## config.mk

```make
export PLATFORM = sky130hd
export DESIGN_NAME = sealing_station_ctrl
export DESIGN_NICKNAME = d
export VERILOG_FILES = /design/src/rtl/envase_pkg.sv /design/src/rtl/sealing_station_ctrl_sync2.sv /design/src/rtl/sealing_station_ctrl.sv
export SDC_FILE = /design/constraint.sdc
export NUM_CORES = 1
export LEC_CHECK = 0
export CAP_MARGIN = 20
export CELL_PAD_IN_SITES_DETAIL_PLACEMENT = 1
export CELL_PAD_IN_SITES_GLOBAL_PLACEMENT = 1
export CORE_MARGIN = 4
export CORE_UTILIZATION = 41
export DETAILED_ROUTE_END_ITERATION = 7
export PLACE_DENSITY_LB_ADDON = 0.1
export SYNTH_ARGS = -nofsm -noshare
export SYNTH_HDL_FRONTEND = slang
export SYNTH_HIERARCHICAL = 1
export SYNTH_SLANG_ARGS = --single-unit
```

## constraint.sdc

```tcl
create_clock -name CLK -period 4.7 [get_ports CLK]
set_input_delay 0.47 -clock CLK [delete_from_list [all_inputs] [get_ports CLK]]
set_output_delay 0.47 -clock CLK [all_outputs]
set_load 0.01 [all_outputs]
```

## src/rtl/envase_pkg.sv

```systemverilog
// Shared state codes and default timing/capacity values for the sealing station.
package envase_pkg;

  typedef enum logic [2:0] {
    ST_IDLE    = 3'd0,
    ST_ADVANCE = 3'd1,
    ST_SEAL    = 3'd2,
    ST_RELEASE = 3'd3,
    ST_STALL   = 3'd4,
    ST_FAULT   = 3'd5
  } state_e;

  localparam int SEAL_CYCLES_DEF = 4;
  localparam int CAP_MAX_DEF     = 15;
  localparam int CAP_W_DEF       = 4;
  localparam int JAM_CYCLES_DEF  = 32;

endpackage

```

## src/rtl/sealing_station_ctrl_sync2.sv

```systemverilog
// Two-flop synchronizer for an asynchronous level input.
module sync2 (
  input  logic clk,
  input  logic rst,
  input  logic d,
  output logic q
);

  logic meta_q;
  logic sync_q;

  always_ff @(posedge clk or posedge rst) begin
    if (rst) begin
      meta_q <= 1'b0;
      sync_q <= 1'b0;
    end else begin
      meta_q <= d;
      sync_q <= meta_q;
    end
  end

  assign q = sync_q;

endmodule

```

## src/rtl/sealing_station_ctrl.sv

```systemverilog
// Capping/sealing station sequencer: conveyor advance, timed seal, release with
// jam detection, and cap magazine tracking.
//   state   | meaning
//   IDLE    | line stopped, waiting for enable
//   ADVANCE | conveyor running, waiting for a bottle
//   SEAL    | actuator on for SEAL_CYCLES
//   RELEASE | conveyor running until the bottle clears
//   STALL   | bottle present but magazine empty
//   FAULT   | bottle did not clear, waits for operator
module sealing_station_ctrl
  import envase_pkg::*;
#(
  parameter int SEAL_CYCLES = SEAL_CYCLES_DEF,
  parameter int CAP_MAX     = CAP_MAX_DEF,
  parameter int CAP_W       = CAP_W_DEF,
  parameter int JAM_CYCLES  = JAM_CYCLES_DEF
) (
  input  logic             CLK,
  input  logic             RST,
  input  logic             enable,
  input  logic             bottle_sensor,
  input  logic             cap_refill,
  input  logic             fault_clr,
  output logic             conveyor_run,
  output logic             seal_act,
  output logic             sealed_pulse,
  output logic [CAP_W-1:0] cap_count,
  output logic             cap_empty,
  output logic             jam_fault,
  output logic [2:0]       state_o
);

  localparam int TMAX = (SEAL_CYCLES > JAM_CYCLES) ? SEAL_CYCLES : JAM_CYCLES;
  localparam int TW   = $clog2(TMAX + 1);

  logic             sens;
  state_e           state_q, state_d;
  logic [TW-1:0]    timer_q, timer_d;
  logic [CAP_W-1:0] cap_q, cap_d;
  logic             conveyor_run_q, conveyor_run_d;
  logic             seal_act_q, seal_act_d;
  logic             sealed_pulse_q, sealed_pulse_d;
  logic             cap_empty_q, cap_empty_d;
  logic             jam_fault_q, jam_fault_d;
  logic             seal_done;

  sync2 u_sync_sensor (
    .clk (CLK),
    .rst (RST),
    .d   (bottle_sensor),
    .q   (sens)
  );

  assign seal_done = (state_q == ST_SEAL) && (timer_q == TW'(SEAL_CYCLES - 1));

  always_ff @(posedge CLK or posedge RST) begin
    if (RST) begin
      state_q        <= ST_IDLE;
      timer_q        <= '0;
      cap_q          <= CAP_W'(CAP_MAX);
      conveyor_run_q <= 1'b0;
      seal_act_q     <= 1'b0;
      sealed_pulse_q <= 1'b0;
      cap_empty_q    <= 1'b0;
      jam_fault_q    <= 1'b0;
    end else begin
      state_q        <= state_d;
      timer_q        <= timer_d;
      cap_q          <= cap_d;
      conveyor_run_q <= conveyor_run_d;
      seal_act_q     <= seal_act_d;
      sealed_pulse_q <= sealed_pulse_d;
      cap_empty_q    <= cap_empty_d;
      jam_fault_q    <= jam_fault_d;
    end
  end

  always_comb begin
    state_d = state_q;
    case (state_q)
      ST_IDLE:    if (enable) state_d = ST_ADVANCE;
      ST_ADVANCE: begin
        if (!enable)                 state_d = ST_IDLE;
        else if (sens && cap_q != 0) state_d = ST_SEAL;
        else if (sens)               state_d = ST_STALL;
      end
      ST_SEAL:    if (seal_done) state_d = ST_RELEASE;
      ST_RELEASE: begin
        if (!sens)                                  state_d = enable ? ST_ADVANCE : ST_IDLE;
        else if (timer_q == TW'(JAM_CYCLES - 1))    state_d = ST_FAULT;
      end
      ST_STALL:   if (cap_q != 0) state_d = ST_SEAL;
      ST_FAULT:   if (fault_clr) state_d = ST_IDLE;
      default:    state_d = ST_IDLE;
    endcase
  end

  // Outputs are registered from the next state so they line up with state_q.
  always_comb begin
    timer_d = '0;
    if (state_d == state_q && (state_q == ST_SEAL || state_q == ST_RELEASE))
      timer_d = timer_q + TW'(1);

    cap_d = cap_q;
    if (cap_refill)
      cap_d = CAP_W'(CAP_MAX);
    else if (seal_done && cap_q != 0)
      cap_d = cap_q - CAP_W'(1);

    conveyor_run_d = (state_d == ST_ADVANCE) || (state_d == ST_RELEASE);
    seal_act_d     = (state_d == ST_SEAL);
    cap_empty_d    = (state_d == ST_STALL);
    jam_fault_d    = (state_d == ST_FAULT);
    sealed_pulse_d = seal_done;
  end

  assign conveyor_run = conveyor_run_q;
  assign seal_act     = seal_act_q;
  assign sealed_pulse = sealed_pulse_q;
  assign cap_count    = cap_q;
  assign cap_empty    = cap_empty_q;
  assign jam_fault    = jam_fault_q;
  assign state_o      = state_q;

endmodule

```

==> metrics.txt, run 1 <==
Starting Density=45.1%; Inserted Clock Buffers=3; routability cong.=0.826; CTS sink cnt=20; status=finished, final reports clean; Die X-Extent=55.7 µm; Max Cap Viol=0; CTS Buffer Depth=2; startpoint types=register; Hold Worst Slack=0.336 ns; Reg clk slew, reported paths=0.12 ns; Largest register FFs=6; synthesized cell area=931 µm²; multi-input logic area=388 µm²; routed vias=702; Crit path required time=4.93 ns; delay-heaviest family, CP=simple AND/OR/NAND/NOR gates; clock root buffer master=clkbuf_4; CORE AREA=0.00206 mm²; RSZ-0062 raised after global routing=false; sequential area share after synthesis=54.3%; Tcrit/Tclk final=43.8%; Post-synth EDFFs=0; Slowest cell on crit path=or4b_4; Post-CTS Setup Inserts=0; highest clock rate=486 MHz; Setup Crit Path Kind=register to register; Die ar.=0.00310 mm²; IO Count=18; area grow syn2layout=25.0%; FF+latch area=505 µm²; GR Util All Layers=13.3%; post-synthesis adder-cell area fraction=2.69%; largest register by flop count=timer_q; DP Worst Slack=2.66 ns; initial antenna violation count=0; CTS tree=done; Final Max Tran Viols=0; Distinct cells, synth=31; largest family of logic cells by synthesized area=simple AND/OR/NAND/NOR gates; Syn Nets=94; CP Cell Sequence=ha_1 > or4b_4 > nor4_4 > a21oi_2 > or3_1; Vias/cell=5.32; Pre-Repair DR Iteration Count=3; wire length per cell=14.3 µm; Worst-Margin Slew=0.700 ns; first-pass GRT wire length=3350 µm; Max-slew headroom=53.3%; fin crit period=2.06 ns; Synth Area in Simple Gates=22.0%; Max VDD drop=0.274 mV; H-Tree Depth=1; Placed Area=0.00113 mm²; mux share of post-synthesis cell area=0%; fin util=56.4%; Post-DP HPWL=1430 µm; cts repair resizes=0; Setup Skew=0.00155 ns; Fin Setup TNS=0 ns; Worst-Skew Late Latency=0.29 ns; cts hold-fix bufs=0; pwr/cell area=416 mW/mm²; final WL=1890 µm; vias in the first global route=769; XOR/XNOR Fraction of Synth Area=3.76%; CP peak stage delay=0.50 ns; critical-path maximum fanout=10; Async S/R FF share, synth=100%; num rows=16; share of cells above drive strength 1=14.3%; Hold WC Path Type=input pin to asynchronous set/reset pin; final-report hold violation count=0; largest net degree at the start of global routing=19; mean post-synth cell area=10.8 µm²; leakage power=0.528 nW; grt ovf=0; Synth Area in Compound Gates=13.2%; synthesized flop and latch total=20; Setup crit end kind=register; Arrival @ worst endpoint=2.29 ns; CP Buf/Inv Count=0; First DRT Iteration DRCs=3; Final Setup Violations=0; # DRC=0; Cells after Synth=86; Nets=114; final setup margin=2.64 ns; ys flop type=dfrtp_1; Filler cells=233; Port Buffer Count=17; Die Ht=55.7 µm; Routed Antenna Nets=0; final std cell area, no fill=0.00116 mm²; Antenna Cells=0; synth warn=6
[path summary, 6_finish.rpt]
check,startpoint,end,slack [ns],cells after the start
worst max-delay path,timer_q[0],cap_count[0],2.64,5
max in group asynchronous,RST,sealed_pulse,3.66,2
worst min-delay path,RST,u_sync_sensor/meta_q,0.34,2
min in group CLK,u_sync_sensor/meta_q,u_sync_sensor/q,0.38,0
worst min register to register,u_sync_sensor/meta_q,u_sync_sensor/q,0.38,0
worst max register to register,timer_q[0],cap_count[0],2.64,5
[final cells by class]
cell class / instances / area share, %
tap: 27 / 2.90
multi-input combinational: 56 / 33.3
clock buffer: 4 / 3.12
sequential: 20 / 43.4
timing repair buffer: 17 / 14.6
inverter: 8 / 2.58
[metal layers]
| metal | up-vias | global-route usage (%) | wire length (µm) |
|---|---|---|---|
| met3 | 0 | 2.09 | 63 |
| met1 | 343 | 18.7 | 946 |
| met4 | 0 | 3.13 | 0 |
| li1 | 346 | - | - |
| met5 | - | 0 | 0 |
| met2 | 13 | 21.5 | 876 |
[layout by cell type, fill, tap and decap left out, types with 3 or more instances in the layout]
cell type / n
clkdlybuf4s50_1: 17
dfrtp_1: 16
inv_1: 8
nor3_1: 7
nor2_1: 5
a31oi_1: 5
nand2_1: 5
dfstp_2: 4
nor2b_1: 3
and3_2: 3
clkbuf_4: 3
[kinds of logic (layout without fill, tap and decap cells)]
group	Yosys count	after routing
compound gates	17	17
xor+xnor	4	4
fa+ha+maj	2	2
buf+inv	10	29
flops	20	20
simple gates	33	33
[cells in the mapped netlist, types with 2 or more instances]
cell type | count | area share, %
nor2b_1 | 3 | 2.0
nor3_1 | 7 | 3.8
o21bai_1 | 2 | 1.6
a211o_1 | 2 | 1.9
nand3_1 | 2 | 1.1
nand2_1 | 5 | 2.0
xnor2_1 | 2 | 1.9
and3_2 | 3 | 2.4
xor2_1 | 2 | 1.9
a31oi_1 | 5 | 3.4
o31ai_1 | 2 | 1.6
dfstp_2 | 4 | 11
nor2_1 | 5 | 2.0
ha_1 | 2 | 2.7
inv_1 | 8 | 3.2
dfrtp_1 | 16 | 43
clkbuf_1 | 2 | 0.81
[per-stage QoR]
step / power, W / std cells
2_1_floorplan: 0.000324 / 86
3_3_place_gp: 0.000387 / 128
3_5_place_dp: 0.000390 / 128
4_1_cts: 0.000489 / 132
5_1_grt: 0.000521 / 132
6_report: 0.000485 / 132
[power by group]
group          leakage [nW]  internal (W)  switching (W)   total, W
clock                0.0210     0.0000471      0.0000526  0.0000997
sequential            0.251      0.000201      0.0000322   0.000234
combinational         0.256     0.0000740      0.0000773   0.000151
Note: power is estimated with default switching activity, not from simulation.
==> inputs of run 2 (changes only) <==
--- a/config.mk
+++ b/config.mk
@@ -9,7 +9,7 @@
 export CELL_PAD_IN_SITES_DETAIL_PLACEMENT = 1
 export CELL_PAD_IN_SITES_GLOBAL_PLACEMENT = 1
 export CORE_MARGIN = 4
-export CORE_UTILIZATION = 41
+export CORE_UTILIZATION = 38
 export DETAILED_ROUTE_END_ITERATION = 7
 export PLACE_DENSITY_LB_ADDON = 0.1
 export SYNTH_ARGS = -nofsm -noshare
==> constraint.sdc (replaced) <==
create_clock -name CLK -period 2.1 [get_ports CLK]
set_input_delay 0.21 -clock CLK [delete_from_list [all_inputs] [get_ports CLK]]
set_output_delay 0.21 -clock CLK [all_outputs]
set_load 0.01 [all_outputs]
==> run 2 against run 1 <==
Against the previous run:
- setup slack worse by 2.5 ns
- die area up 6.7%
- highest routed layer is now met4
- combinational power grew 140%
- core utilization down 4.6 points
- first-iteration DRC count increased by 130%
- flip-flop and latch count unchanged
- sequential share of layout area fell by 0.60 points
- global-route usage grew 1.2 points
- total power is 130% higher
- largest power group unchanged
- sequential power is 130% higher
- routed wire length grew 11%
==> metrics.txt, run 2 (same netlist as run 1, synthesis figures left out) <==
Setup Skew=0.00474 ns (+0.00319 ns); # DRC=0 (unchanged); fin cells=135 (+2.3%); worst r2r dst=conveyor_run; Max VDD drop=0.565 mV (+110%); CORE AREA=0.00228 mm² (+10%); DP Worst Slack=0.222 ns (-2.44 ns); clock root buffer master=clkbuf_4; share of cells above drive strength 1=15.9% (+1.6 points); multi-input logic area=388 µm² (unchanged); Setup crit end kind=register; GR Util All Layers=14.6% (+1.2 points); Starting Density=40.9% (-4.2 points); Final Max Tran Viols=0 (unchanged); routed vias=745 (+6.1%); grt ovf=0 (unchanged); FF-to-FF path depth=6 (+1); Antenna Cells=0 (unchanged); R2R Path Start=timer_q[0]; Reg clk slew, reported paths=0.12 ns (about the same); Setup Crit Path Kind=register to register; final WL=2090 µm (+11%); pwr/cell area=943 mW/mm² (+130%); Vias/cell=5.52 (+3.8%); Worst-Margin Slew=0.660 ns (-0.0396 ns); Filler cells=252 (+8.2%); First DRT Iteration DRCs=7 (+4); Sw Ratio=33.7% (+0.25 points); critical-path maximum fanout=9 (-1); Pre-Repair DR Iteration Count=4 (+1); Seq pwr share=48.0% (-0.2 points); CTS Buffer Depth=2 (unchanged); crit path from=timer_q[0]; Die Ht=57.5 µm (+3.3%); Gate power share=31.9% (+0.7 points); Die ar.=0.00331 mm² (+6.7%); RSZ-0062 raised after global routing=false; first-pass GRT wire length=3740 µm (+12%); flop-to-flop setup slack=0.16 ns (-2.48 ns); Inserted Clock Buffers=3 (unchanged); vias in the first global route=795 (+3.4%); status=finished, final reports clean; Post-DP HPWL=1560 µm (+8.8%); cts hold-fix bufs=0 (unchanged); Post-CTS Setup Inserts=0 (unchanged); Largest register FFs=6 (unchanged); largest register by flop count=timer_q; Routed Antenna Nets=0 (unchanged); CTS tree=done; leakage power=0.539 nW (+2.0%); highest clock rate=517 MHz (+6.3%); cts repair resizes=0 (unchanged); placed cells=131 (+2.3%); Psw=0.000375 W (+130%); area grow syn2layout=26.7%; Hold WC Path Type=input pin to asynchronous set/reset pin; routability cong.=0.801 (-3.1%); fin util=51.8% (-4.6 points); Hold Worst Slack=0.0731 ns (-0.262 ns); clock share of power=20.2% (-0.4 points); commonest cells after routing, fill and taps aside=clkdlybuf4s50_1 (17), dfrtp_1 (16), inv_1 (8); final-report hold violation count=0 (unchanged); Max Cap Viol=0 (unchanged); FF+latch area=505 µm² (unchanged); Tcrit/Tclk final=92.2% (+48 points); Port Buffer Count=17 (unchanged); Crit path required time=2.33 ns (-2.60 ns); IO Count=18 (unchanged); Arrival @ worst endpoint=2.17 ns (-0.12 ns); Max-slew headroom=56.0% (+2.6 points); final setup margin=0.165 ns (-2.48 ns); CTS sink cnt=20 (unchanged); startpoint types=register; Nets=116 (+1.8%); Worst-Skew Late Latency=0.30 ns (about the same); initial antenna violation count=0 (unchanged); Final Setup Violations=0 (unchanged); H-Tree Depth=1 (unchanged); Fin Setup TNS=0 ns (unchanged); most common cell after layout, fill and taps aside=clkdlybuf4s50_1; Die X-Extent=57.5 µm (+3.3%); Internal=0.000738 W (+130%); num rows=17 (+1); worst setup path endpoint=conveyor_run; largest net degree at the start of global routing=19 (unchanged); wire length per cell=15.5 µm (+8.6%); fin crit period=1.94 ns (-0.122 ns)
run 2: how the worst min path moves through the flow:
stage | start | endpoint | slack, ns
finish | RST | u_sync_sensor/q | 0.07
global route | RST | u_sync_sensor/meta_q | 0.07
CTS | RST | u_sync_sensor/q | 0.08
detailed placement | u_sync_sensor/meta_q | u_sync_sensor/q | 0.35
global placement | u_sync_sensor/meta_q | u_sync_sensor/q | 0.34
floorplan | RST | u_sync_sensor/meta_q | -0.05
run 2: layout make-up:
| type | count | share of cell area (%) |
|---|---|---|
| repair buffers | 19 | 15.7 |
| clock buffers | 4 | 3.08 |
| flip-flops and latches | 20 | 42.8 |
| inverters | 8 | 2.55 |
| multi-input cells | 56 | 32.9 |
| well taps | 28 | 2.97 |
run 2: worst max-delay path, stage by stage, from the launching register on:
cell and delay, ns:
dfrtp_1 0.40, ha_1 0.24, or4b_4 0.50, nor4_4 0.26, buf_4 0.21, a211o_1 0.13
nor2b_1 0.13
run 2: power groups by stage:
stage / registers (W) / logic [W] / clock network [W]
2_1_floorplan: 0.000530 / 0.000196 / 0
3_3_place_gp: 0.000534 / 0.000355 / 0
3_5_place_dp: 0.000535 / 0.000357 / 0
4_1_cts: 0.000533 / 0.000362 / 0.000224
5_1_grt: 0.000550 / 0.000393 / 0.000249
6_report: 0.000534 / 0.000355 / 0.000224
run 2: through the flow:
step | area [µm²] | total power [W]
floorplan | 931 | 0.000726
global placement | 1140 | 0.000890
detailed placement | 1140 | 0.000892
CTS | 1180 | 0.00112
global route | 1180 | 0.00119
finish | 1180 | 0.00111
run 2: per-layer routing:
metal	GRT usage (%)	vias up	routed length [µm]	part of all wire, %
met1	18.6	372	1000	48
met3	4.52	6	95	4.5
met2	22.3	20	954	46
met5	0	-	0	0
li1	-	347	-	-
met4	6.95	0	42	2.0
==> inputs of run 3 (changes only) <==
--- a/config.mk
+++ b/config.mk
@@ -5,7 +5,7 @@
 export SDC_FILE = /design/constraint.sdc
 export NUM_CORES = 1
 export LEC_CHECK = 0
-export CAP_MARGIN = 20
+export CAP_MARGIN = 0
 export CELL_PAD_IN_SITES_DETAIL_PLACEMENT = 1
 export CELL_PAD_IN_SITES_GLOBAL_PLACEMENT = 1
 export CORE_MARGIN = 4
==> results of run 3 <==
Final layout, timing and power as in run 2 (identical DEF).
